File: src/rtl/wrr_arb_pkg.sv
// Shared defaults for the weighted round-robin arbiter tree.
// Width-dependent types are declared locally in each module.
package wrr_arb_pkg;

    localparam int unsigned DefNumIn       = 4;
    localparam int unsigned DefDataWidth   = 32;
    localparam int unsigned DefWeightWidth = 4;

endpackage : wrr_arb_pkg

File: src/rtl/wrr_arb_tree_rr_prio_select.sv
// Circular first-one finder: the lowest set request at or above start wins,
// otherwise the lowest set request overall. idx is 0 when nothing requests.
module rr_prio_select #(
    parameter int unsigned NumIn    = 4,
    parameter int unsigned IdxWidth = (NumIn > 32'd1) ? $clog2(NumIn) : 32'd1
) (
    input  logic [NumIn-1:0]    req,
    input  logic [IdxWidth-1:0] start,
    output logic [IdxWidth-1:0] idx,
    output logic                empty
);

    typedef logic [IdxWidth-1:0] idx_t;

    idx_t upper_idx;
    idx_t lower_idx;
    logic upper_hit;
    logic lower_hit;

    // Two leading-zero scans: one over the masked upper part, one over the full vector.
    // Scanning downward lets the lowest matching index overwrite the others.
    always_comb begin
        upper_idx = '0;
        lower_idx = '0;
        upper_hit = 1'b0;
        lower_hit = 1'b0;
        for (int i = NumIn - 1; i >= 0; i--) begin
            if (req[i] && (i >= int'(start))) begin
                upper_hit = 1'b1;
                upper_idx = idx_t'(i);
            end
            if (req[i]) begin
                lower_hit = 1'b1;
                lower_idx = idx_t'(i);
            end
        end
    end

    assign idx   = upper_hit ? upper_idx : lower_idx;
    assign empty = ~lower_hit;

endmodule : rr_prio_select

File: src/rtl/wrr_arb_tree.sv
// Weighted round-robin N:1 stream arbiter with payload mux and optional lock-in.
// Each input may win up to its weight in consecutive handshakes before priority rotates.
module wrr_arb_tree
    import wrr_arb_pkg::*;
#(
    parameter int unsigned NumIn       = DefNumIn,
    parameter int unsigned DataWidth   = DefDataWidth,
    parameter type         DataType    = logic [DataWidth-1:0],
    parameter int unsigned WeightWidth = DefWeightWidth,
    parameter bit          LockIn      = 1'b1,
    parameter bit          AxiVldRdy   = 1'b0,
    parameter int unsigned IdxWidth    = (NumIn > 32'd1) ? $clog2(NumIn) : 32'd1
) (
    input  logic                              clk_i,
    input  logic                              rst_ni,
    input  logic                              flush_i,
    input  logic [NumIn-1:0][WeightWidth-1:0] weight_i,
    input  logic [NumIn-1:0]                  req_i,
    output logic [NumIn-1:0]                  gnt_o,
    input  DataType                           data_i [NumIn],
    output logic                              req_o,
    input  logic                              gnt_i,
    output DataType                           data_o,
    output logic [IdxWidth-1:0]               idx_o
);

    typedef logic [IdxWidth-1:0]    idx_t;
    typedef logic [WeightWidth-1:0] weight_t;

    idx_t             rr_q, rr_d;
    weight_t          cnt_q, cnt_d;
    logic             lock_q, lock_d;
    logic [NumIn-1:0] req_q, req_d;

    idx_t             win;
    idx_t             next_idx;
    weight_t          w_eff;
    logic [WeightWidth:0] cnt_inc;
    logic             empty;
    logic             hs;

    // While locked the previously presented request vector is replayed,
    // so the winner cannot move until the downstream accepts.
    assign req_d = (LockIn && lock_q) ? req_q : req_i;

    rr_prio_select #(
        .NumIn    (NumIn),
        .IdxWidth (IdxWidth)
    ) u_prio_select (
        .req   (req_d),
        .start (rr_q),
        .idx   (win),
        .empty (empty)
    );

    assign req_o    = ~empty;
    assign hs       = req_o & gnt_i;
    assign idx_o    = req_o ? win : '0;
    assign next_idx = (win == idx_t'(NumIn - 1)) ? '0 : win + idx_t'(1);
    assign w_eff    = (weight_i[win] == '0) ? weight_t'(1) : weight_i[win];
    assign cnt_inc  = {1'b0, cnt_q} + {{WeightWidth{1'b0}}, 1'b1};

    always_comb begin
        gnt_o      = '0;
        gnt_o[win] = gnt_i & (AxiVldRdy | req_d[win]);
        data_o     = '0;
        if (req_o) begin
            data_o = data_i[win];
        end
    end

    // Burst accounting: the widened increment compares against the current weight,
    // so a weight lowered mid-burst forces an advance without wrapping the counter.
    always_comb begin
        rr_d   = rr_q;
        cnt_d  = cnt_q;
        lock_d = LockIn & req_o & ~gnt_i;
        if (hs) begin
            if (win == rr_q) begin
                if (cnt_inc >= {1'b0, w_eff}) begin
                    rr_d  = next_idx;
                    cnt_d = '0;
                end else begin
                    cnt_d = cnt_inc[WeightWidth-1:0];
                end
            end else if (w_eff == weight_t'(1)) begin
                rr_d  = next_idx;
                cnt_d = '0;
            end else begin
                rr_d  = win;
                cnt_d = weight_t'(1);
            end
        end
    end

    // NOTE: state uses non-blocking assignments so every register samples pre-edge values.
    always_ff @(posedge clk_i or negedge rst_ni) begin
        if (!rst_ni) begin
            rr_q   <= '0;
            cnt_q  <= '0;
            lock_q <= 1'b0;
            req_q  <= '0;
        end else if (flush_i) begin
            rr_q   <= '0;
            cnt_q  <= '0;
            lock_q <= 1'b0;
            req_q  <= '0;
        end else begin
            rr_q   <= rr_d;
            cnt_q  <= cnt_d;
            lock_q <= lock_d;
            req_q  <= req_d;
        end
    end

endmodule : wrr_arb_tree

File: config.mk
export PLATFORM = sky130hd
export DESIGN_NAME = wrr_arb_tree
export DESIGN_NICKNAME = d
export VERILOG_FILES = /design/src/rtl/wrr_arb_pkg.sv /design/src/rtl/wrr_arb_tree_rr_prio_select.sv /design/src/rtl/wrr_arb_tree.sv
export SDC_FILE = /design/constraint.sdc
export NUM_CORES = 1
export LEC_CHECK = 0
export BUFFER_PORTS_ARGS = -buffer_cell sky130_fd_sc_hd__buf_2
export CAP_MARGIN = 5
export CORE_MARGIN = 5
export CORE_UTILIZATION = 37
export DETAILED_ROUTE_END_ITERATION = 10
export MAX_ROUTING_LAYER = met4
export PLACE_DENSITY = 0.81
export SYNTH_ARGS = -nofsm -noshare
export SYNTH_HDL_FRONTEND = slang
export SYNTH_SLANG_ARGS = --single-unit
File: constraint.sdc
create_clock -name clk_i -period 3.4 [get_ports clk_i]
set_input_delay 0.34 -clock clk_i [delete_from_list [all_inputs] [get_ports clk_i]]
set_output_delay 0.34 -clock clk_i [all_outputs]
set_load 0.05 [all_outputs]
==> results of run 1 <==
## what timing repair did
item	4_1_cts	5_1_grt
endpoints found under the hold margin	11	0
cloned	0	0
pin swaps	9	13
resized for setup	8	10
buffers inserted	6	3
hold buffers	1	0
endpoints found under the setup margin	21	31
## cell usage in the layout (no fill, tap or decap), drive strengths merged, types with 5 or more instances in the layout
cell type    n
buf        217
a211oi      65
mux2i       46
nor2b       34
dfrtp       11
inv         10
ha           9
nor2         9
nand2        8
a21oi        7
mux2         5
## metrics by stage
stage / utilization / TNS, ns / power (W)
after floorplan: - / -0.0772 / 0.00170
after global placement: 0.548 / 0 / 0.00206
after detailed placement: 0.548 / -0.720 / 0.00209
after CTS: 0.574 / -0.214 / 0.00230
after global routing: 0.587 / -3.09 / 0.00250
final: 0.587 / -0.745 / 0.00237
## logic make-up (layout without fill, tap and decap cells)
logic type	count (synthesis)	in the layout	synth area share
AO/OA/AOI/OAI	94	94	0.349
XOR/XNOR	2	2	0.00727
adder cells (fa/ha/maj)	9	9	0.0468
buffers and inverters	33	232	0.0873
flip-flops	11	11	0.114
multiplexers	52	52	0.239
AND/OR/NAND/NOR	64	64	0.157
## state kept, by name, summed over array words and instances, names as in the netlist
name,flops
rr_q,2
req_q,4
lock_q,1
cnt_q,4
## worst min-delay path by stage
stage               cells past startpoint  startpoint       end  slack, ns
floorplan                               0      rst_ni  cnt_q[0]       0.04
global placement                        1      rst_ni  req_q[3]       0.22
detailed placement                      1      rst_ni  req_q[3]       0.23
CTS                                     2       gnt_i    lock_q       0.35
global route                            2       gnt_i    lock_q       0.36
finish                                  2       gnt_i    lock_q       0.34
## area by class of cell
type / instances / share of cell area
inverters: 10 / 0.0101
multi-input cells: 221 / 0.558
repair buffers: 218 / 0.320
well taps: 77 / 0.0259
clock buffers: 4 / 0.0121
flip-flops and latches: 11 / 0.0739
## report_power, final
| part | leakage, nW | total [W] | internal (W) | switching, W |
|---|---|---|---|---|
| registers | 0.147 | 0.000166 | 0.000144 | 0.0000212 |
| logic | 1.59 | 0.00206 | 0.000703 | 0.00136 |
| clock network | 0.0228 | 0.000139 | 0.0000828 | 0.0000559 |
| total | 1.76 | 0.00237 | 0.000930 | 0.00144 |
## critical path, stage by stage (launching register included)
cell and delay (ns):
dfrtp_1 0.39, buf_12 0.15, buf_4 0.14, buf_4 0.13
mux2i_1 0.20, o21ai_1 0.18, a2bb2oi_4 0.19, buf_4 0.15
mux2i_1 0.14, or3_4 0.42, nand2_4 0.08, ha_4 0.19
nand2b_4 0.13, a21o_1 0.18, a21oi_2 0.16, o211a_4 0.25
nor2_4 0.06, a31oi_1 0.22, o221ai_2 0.11
## layer usage
metal | vias up | share of wire
met5 | - | 0
met4 | 0 | 0.014
met3 | 16 | 0.073
met2 | 152 | 0.50
met1 | 1307 | 0.41
li1 | 1422 | -
==> impl_metrics.json, run 1 <==
{
  "end_kind": "flip-flop",
  "ys.warnings.count": 0,
  "ctsHtreeMaxLevel": 1,
  "grt_max_degree": 70,
  "required_ns": 3.51,
  "num_antenna_cells": 0,
  "slew_headroom": 0.594,
  "synth_top_area_frac": 0.183,
  "pin_count": 191,
  "syn2layout_area_growth_pct": 54.6,
  "tightest_slew_ns": 0.609,
  "placed_cells": 527,
  "multi_input_comb_area_sq_mm": 0.00208,
  "crit-reg2reg-launch": "lock_q",
  "r2r_slack_ns": -0.20,
  "grt_pass1_vias": 2906,
  "detail_route.wirelength_um": 9190,
  "setup_ws_ns": -0.203,
  "port_buffers": 190,
  "peakVddDrop_uv": 466,
  "power_density_mw_per_mm2": 635,
  "async_reset_ff_frac": 1.00,
  "yosysTopAreaCell": "mux2i_1",
  "worstPathArrival_ns": 3.71,
  "synth.yosys.seq_area_share": 0.114,
  "final_max_slew_viol_count": 0,
  "postRouteAntennaNets": 0,
  "power.leakage_nw": 1.76,
  "setup_viol": 6,
  "start_kind": "flip-flop",
  "fin_crit_sh": 1.06,
  "rsz0062_at_grt": "true",
  "ys_ff_latch": 11,
  "dpl.hpwl_um": 7130,
  "synth-edff-count": 0,
  "row_count": 29,
  "gp_congestion": 0.921,
  "die_h_um": 90.7,
  "vias": 2897,
  "cts_sinks": 11,
  "seq_area_sq_um": 275,
  "whs_ns": 0.336,
  "fmax_mhz": 278,
  "final_hold_viol_count": 0,
  "clkSlewWorstSetupHoldPaths_ns": 0.06,
  "cts_max_path_buffers": 2,
  "grt-busiest-layer": "met2",
  "reg2reg_to": "rr_q[1]",
  "hp-class": "in2reg",
  "vias_per_cell": 5.35,
  "synth_area_leaders": "mux2i_1, a211oi_1, dfrtp_1, a211oi_2, nor2b_1",
  "grt_pass1_wl_um": 14200,
  "crit_path_end": "rr_q[1]",
  "startpoint": "lock_q",
  "root_buffer": "clkbuf_8",
  "die_area_sq_mm": 0.00822,
  "critical_path_class": "reg2reg",
  "post-synth-top-count-cell": "a211oi_1",
  "status": "finished, violations left",
  "firstDrtPassIters": 4,
  "antenna_found_initial": 0,
  "start_util": 0.379,
  "cts_buffers": 3,
  "wl_per_cell_um": 17.0,
  "drc": 0,
  "syn_avg_cell_area_sq_um": 9.09,
  "violations": "setup timing",
  "drive_gt1_frac": 0.599,
  "die_w_um": 90.7,
  "reg2regPathDepth": 18,
  "fillerInstances": 553,
  "drt_iter0_drc": 92,
  "ys_types": 46,
  "fin_skew_ns": 0.00296,
  "synth_common_cells": "a211oi_1, mux2i_1, nor2b_1",
  "cts_tree": "done",
  "use_met1": 0.254,
  "drv_cap": 0,
  "core_area_sq_mm": 0.00635,
  "met2_usage": 0.361,
  "final_cells": 541,
  "clock_latency_ns": 0.24,
  "synthCells": 265,
  "syn_nets": 426,
  "period_needed_ns": 3.60,
  "gr-total-overflow": 0,
  "fin_area_sq_mm": 0.00372,
  "syn-cell-area_sq_mm": 0.00241,
  "fin_nets": 626,
  "post-place-ws_ns": -0.164,
  "use_met3": 0.0275,
  "synth_flop_cell": "dfrtp_1",
  "critPathMaxFanout": 7,
  "grtUsageTotal": 0.207,
  "place_area_sq_mm": 0.00348
}
Note: power is estimated with default switching activity, not from simulation.
==> run 2: changes to the inputs <==
--- a/config.mk
+++ b/config.mk
@@ -5,7 +5,7 @@
 export SDC_FILE = /design/constraint.sdc
 export NUM_CORES = 1
 export LEC_CHECK = 0
-export BUFFER_PORTS_ARGS = -buffer_cell sky130_fd_sc_hd__buf_2
+export BUFFER_PORTS_ARGS = -buffer_cell sky130_fd_sc_hd__buf_4
 export CAP_MARGIN = 5
 export CORE_MARGIN = 5
 export CORE_UTILIZATION = 37
==> impl_metrics.json, run 2 (synthesis gave the netlist of run 1 again) <==
{
  "grt_pass1_wl_um": 15100,
  "clock_latency_ns": 0.24,
  "drive_gt1_frac": 0.604,
  "num_antenna_cells": 0,
  "power.internal_w": 0.00111,
  "combPwrFrac": 0.880,
  "drt_iter0_drc": 105,
  "grt_max_degree": 57,
  "place_area_sq_mm": 0.00396,
  "final_cell_mix": "buf_4, mux2i_1, a211oi_1",
  "core_area_sq_mm": 0.00635,
  "gp_congestion": 0.921,
  "tightest_slew_ns": 0.514,
  "vias_per_cell": 5.38,
  "slew_headroom": 0.658,
  "required_ns": 3.50,
  "hp-class": "in2reg",
  "wl_per_cell_um": 18.2,
  "cts_sinks": 11,
  "vias": 2925,
  "post-route-util": 0.663,
  "root_buffer": "clkbuf_8",
  "fin_crit_sh": 1.06,
  "final_max_slew_viol_count": 0,
  "tns_ns": -0.741,
  "die_h_um": 90.7,
  "detail_route.wirelength_um": 9880,
  "worstPathArrival_ns": 3.72,
  "cts_tree": "done",
  "pin_count": 191,
  "port_buffers": 190,
  "grtUsageTotal": 0.225,
  "seqPwrFrac": 0.067,
  "setup_ws_ns": -0.216,
  "setup_viol": 6,
  "syn2layout_area_growth_pct": 74.7,
  "drc": 0,
  "critical_path_class": "reg2reg",
  "die_w_um": 90.7,
  "clkSlewWorstSetupHoldPaths_ns": 0.06,
  "start_kind": "flip-flop",
  "end_kind": "flip-flop",
  "layout_commonest_cell": "buf_4",
  "cts_max_path_buffers": 2,
  "dpl.hpwl_um": 7760,
  "power.leakage_nw": 1.94,
  "peakVddDrop_uv": 470,
  "sw_frac_of_total": 0.567,
  "ctsHtreeMaxLevel": 1,
  "fin_nets": 629,
  "period_needed_ns": 3.62,
  "netSwitchingPower_w": 0.00145,
  "power.share.clock": 0.053,
  "critPathMaxFanout": 8,
  "fin_skew_ns": 0.00541,
  "cts_buffers": 3,
  "rsz0062_at_grt": "true",
  "reg.largest.list": "cnt_q (4), req_q (4), rr_q (2)",
  "fin_area_sq_mm": 0.00421,
  "gr-total-overflow": 0,
  "postRouteAntennaNets": 0,
  "final_hold_viol_count": 0,
  "status": "finished, violations left",
  "firstDrtPassIters": 4,
  "die_area_sq_mm": 0.00822,
  "power_density_mw_per_mm2": 608,
  "start_util": 0.379,
  "grt_pass1_vias": 2845,
  "fmax_mhz": 277,
  "drv_cap": 0,
  "violations": "setup timing",
  "antenna_found_initial": 0,
  "row_count": 29
}
run 2: path summary, 6_finish.rpt:
check                         start  endpoint  slack [ns]  cells after the start
setup / recovery             lock_q   rr_q[1]       -0.22                     17
hold / removal                gnt_i    lock_q        0.31                      2
setup reg to reg             lock_q   rr_q[1]       -0.22                     17
hold reg to reg            cnt_q[3]  cnt_q[3]        0.58                      2
max in group asynchronous    rst_ni  cnt_q[3]        2.75                      2
min in group asynchronous    rst_ni  req_q[2]        0.49                      2
run 2: repair_timing:
| action | CTS | global route |
|---|---|---|
| hold buffers | 1 | 0 |
| resized for setup | 7 | 12 |
| endpoints found under the setup margin | 7 | 18 |
| pin swaps | 5 | 10 |
| hold endpoints to repair | 11 | 0 |
| setup buffers | 7 | 4 |
run 2: routing by layer:
layer	track usage	wire length, um	vias to the layer above	part of all wire
met4	0.0372	212	0	0.021
met3	0.0475	795	24	0.080
met2	0.393	5040	142	0.51
met1	0.269	3840	1331	0.39
li1	-	-	1428	-
met5	-	0	-	0
run 2: area by class of cell:
type                    count  area (sq um)
multi-input cells         221          2060
fillers                   512          2140
repair buffers            221          1700
well taps                  77          96.3
clock buffers               4          45.0
inverters                  10          37.5
flip-flops and latches     11           275
run 2: power groups by stage:
stage	Combinational, W	Clock (W)	Sequential, W
3_3_place_gp	0.00207	0	0.000166
5_1_grt	0.00238	0.000142	0.000172
6_report	0.00225	0.000137	0.000171
3_5_place_dp	0.00209	0	0.000167
2_1_floorplan	0.00154	0	0.000163
4_1_cts	0.00217	0.000137	0.000167
run 2: stage by stage:
stage               hold slack, ns  worst slack, ns  cells  total power, W
floorplan                   0.0444          -0.0386    265         0.00170
global placement             0.181          0.00724    528         0.00223
detailed placement           0.187           -0.161    528         0.00226
CTS                          0.312          -0.0845    540         0.00247
global route                 0.323           -0.314    544         0.00269
finish                       0.307           -0.216    544         0.00256
run 2: critical path, cell delays in order, from the launching register on:
cell and delay [ns]:
dfrtp_1 0.39, buf_12 0.15, mux2_4 0.34, a211oi_4 0.31
a2bb2oi_4 0.21, buf_4 0.14, mux2i_1 0.25, or3_4 0.19
nand2_2 0.05, ha_1 0.27, nand2b_4 0.11, a21o_1 0.13
a21oi_2 0.06, o211a_4 0.28, buf_6 0.12, o21a_1 0.17
a31oi_2 0.18, o221ai_2 0.12
==> run 3: changes to the inputs <==
--- a/config.mk
+++ b/config.mk
@@ -12,6 +12,7 @@
 export DETAILED_ROUTE_END_ITERATION = 10
 export MAX_ROUTING_LAYER = met4
 export PLACE_DENSITY = 0.81
+export REMOVE_ABC_BUFFERS = 1
 export SYNTH_ARGS = -nofsm -noshare
 export SYNTH_HDL_FRONTEND = slang
 export SYNTH_SLANG_ARGS = --single-unit
==> impl_metrics.json, run 3 (synthesis gave the netlist of run 1 again) <==
{
  "power_density_mw_per_mm2": 595,
  "postRouteAntennaNets": 0,
  "cts_buffers": 3,
  "drive_gt1_frac": 0.580,
  "clkSlewWorstSetupHoldPaths_ns": 0.05,
  "drc": 0,
  "tightest_slew_ns": 0.565,
  "power.leakage_nw": 1.93,
  "start_util": 0.379,
  "reg.largest.list": "cnt_q (4), req_q (4), rr_q (2)",
  "multi_input_comb_area_sq_mm": 0.00200,
  "slew_headroom": 0.623,
  "fin_crit_sh": 1.05,
  "drt_iter0_drc": 87,
  "final_cell_mix": "buf_4, a211oi_1, mux2i_1",
  "post-route-util": 0.655,
  "grt_pass1_wl_um": 14400,
  "cts_tree": "done",
  "layout_commonest_cell": "buf_4",
  "root_buffer": "clkbuf_8",
  "pin_count": 191,
  "p_total_w": 0.00248,
  "die_h_um": 90.7,
  "critical_path_class": "reg2reg",
  "required_ns": 3.49,
  "crit-reg2reg-launch": "lock_q",
  "core_area_sq_mm": 0.00635,
  "detail_route.wirelength_um": 9450,
  "post-place-ws_ns": -0.228,
  "setup_viol": 6,
  "ctsHtreeMaxLevel": 1,
  "grtUsageTotal": 0.213,
  "violations": "setup timing",
  "start_kind": "flip-flop",
  "hp-class": "in2reg",
  "rsz0062_at_grt": "true",
  "seq_area_sq_um": 275,
  "syn2layout_area_growth_pct": 72.8,
  "grt_max_degree": 68,
  "final_hold_viol_count": 0,
  "peakVddDrop_uv": 422,
  "fin_nets": 629,
  "die_w_um": 90.7,
  "firstDrtPassIters": 5,
  "fin_area_sq_mm": 0.00416,
  "fmax_mhz": 281,
  "final_cells": 544,
  "gp_congestion": 0.855,
  "cts_sinks": 11,
  "crit_path_end": "rr_q[0]",
  "port_buffers": 190,
  "vias": 2924,
  "gr-total-overflow": 0,
  "period_needed_ns": 3.56,
  "place_area_sq_mm": 0.00396,
  "row_count": 29,
  "vias_per_cell": 5.38,
  "fin_skew_ns": 0.000847,
  "wl_per_cell_um": 17.4,
  "critPathMaxFanout": 5,
  "num_antenna_cells": 0,
  "clock_latency_ns": 0.24,
  "end_kind": "flip-flop",
  "grt_pass1_vias": 2917,
  "reg2reg_to": "rr_q[0]",
  "worstPathArrival_ns": 3.65,
  "final_max_slew_viol_count": 0,
  "placed_cells": 534,
  "reg2regPathDepth": 17,
  "r2r_slack_ns": -0.16,
  "setup_ws_ns": -0.159,
  "antenna_found_initial": 0,
  "drv_cap": 0,
  "cts_max_path_buffers": 2,
  "startpoint": "lock_q",
  "fillerInstances": 532,
  "status": "finished, violations left",
  "die_area_sq_mm": 0.00822,
  "dpl.hpwl_um": 7570
}
## run 3: worst min-delay path by stage
stage / slack (ns) / cells after the start / from / endpoint
after detailed placement: 0.18 / 1 / rst_ni / rr_q[0]
after global routing: 0.32 / 2 / gnt_i / lock_q
after floorplan: 0.04 / 0 / rst_ni / cnt_q[0]
after global placement: 0.18 / 1 / rst_ni / cnt_q[0]
final: 0.31 / 2 / gnt_i / lock_q
after CTS: 0.31 / 2 / gnt_i / lock_q
## run 3: area by class of cell
class,instances,area share
Sequential cell,11,0.0661
Multi-Input combinational cell,221,0.481
Clock buffer,4,0.0108
Inverter,10,0.00902
Timing Repair Buffer,221,0.410
Tap cell,77,0.0232
## run 3: critical path, stage by stage (launching register included)
cell and delay [ns]:
dfrtp_1 0.42, buf_6 0.14, mux2i_4 0.31, o221ai_4 0.17, a21oi_4 0.24, buf_12 0.15, mux2i_1 0.18, mux2i_1 0.11
or3_4 0.41, nand2_4 0.07, ha_4 0.19, nand2b_4 0.13, a21o_1 0.15, a21oi_1 0.12, o211a_2 0.25, nor2_2 0.07
a31oi_1 0.20, o221ai_2 0.12
## run 3: report_power, final
group          switching, W  internal (W)  leakage [nW]  total, W
Sequential        0.0000281      0.000144         0.147  0.000173
Combinational       0.00132      0.000850          1.76   0.00217
Clock             0.0000496     0.0000824        0.0228  0.000132
Total               0.00140       0.00108          1.93   0.00248
## run 3: metal layers
metal	global-route usage	vias to the layer above	routed length, um
li1	-	1424	-
met5	-	-	0
met4	0.0533	0	191
met1	0.237	1327	3600
met3	0.0392	18	746
met2	0.387	155	4910
## run 3: what timing repair did
| action | in CTS | in global routing |
|---|---|---|
| pin swaps | 6 | 14 |
| buffers inserted | 2 | 2 |
| endpoints found under the hold margin | 11 | 0 |
| gates cloned | 0 | 1 |
| hold buffers | 1 | 0 |
| setup endpoints to repair | 6 | 21 |
| resized for setup | 1 | 15 |
## run 3: through the flow
| stage | setup TNS, ns | hold WS [ns] |
|---|---|---|
| after floorplan | -61.67 | 0.0444 |
| after global placement | -0.187 | 0.177 |
| after detailed placement | -0.784 | 0.181 |
| after CTS | -0.801 | 0.306 |
| after global routing | -1.93 | 0.321 |
| final | -0.864 | 0.314 |
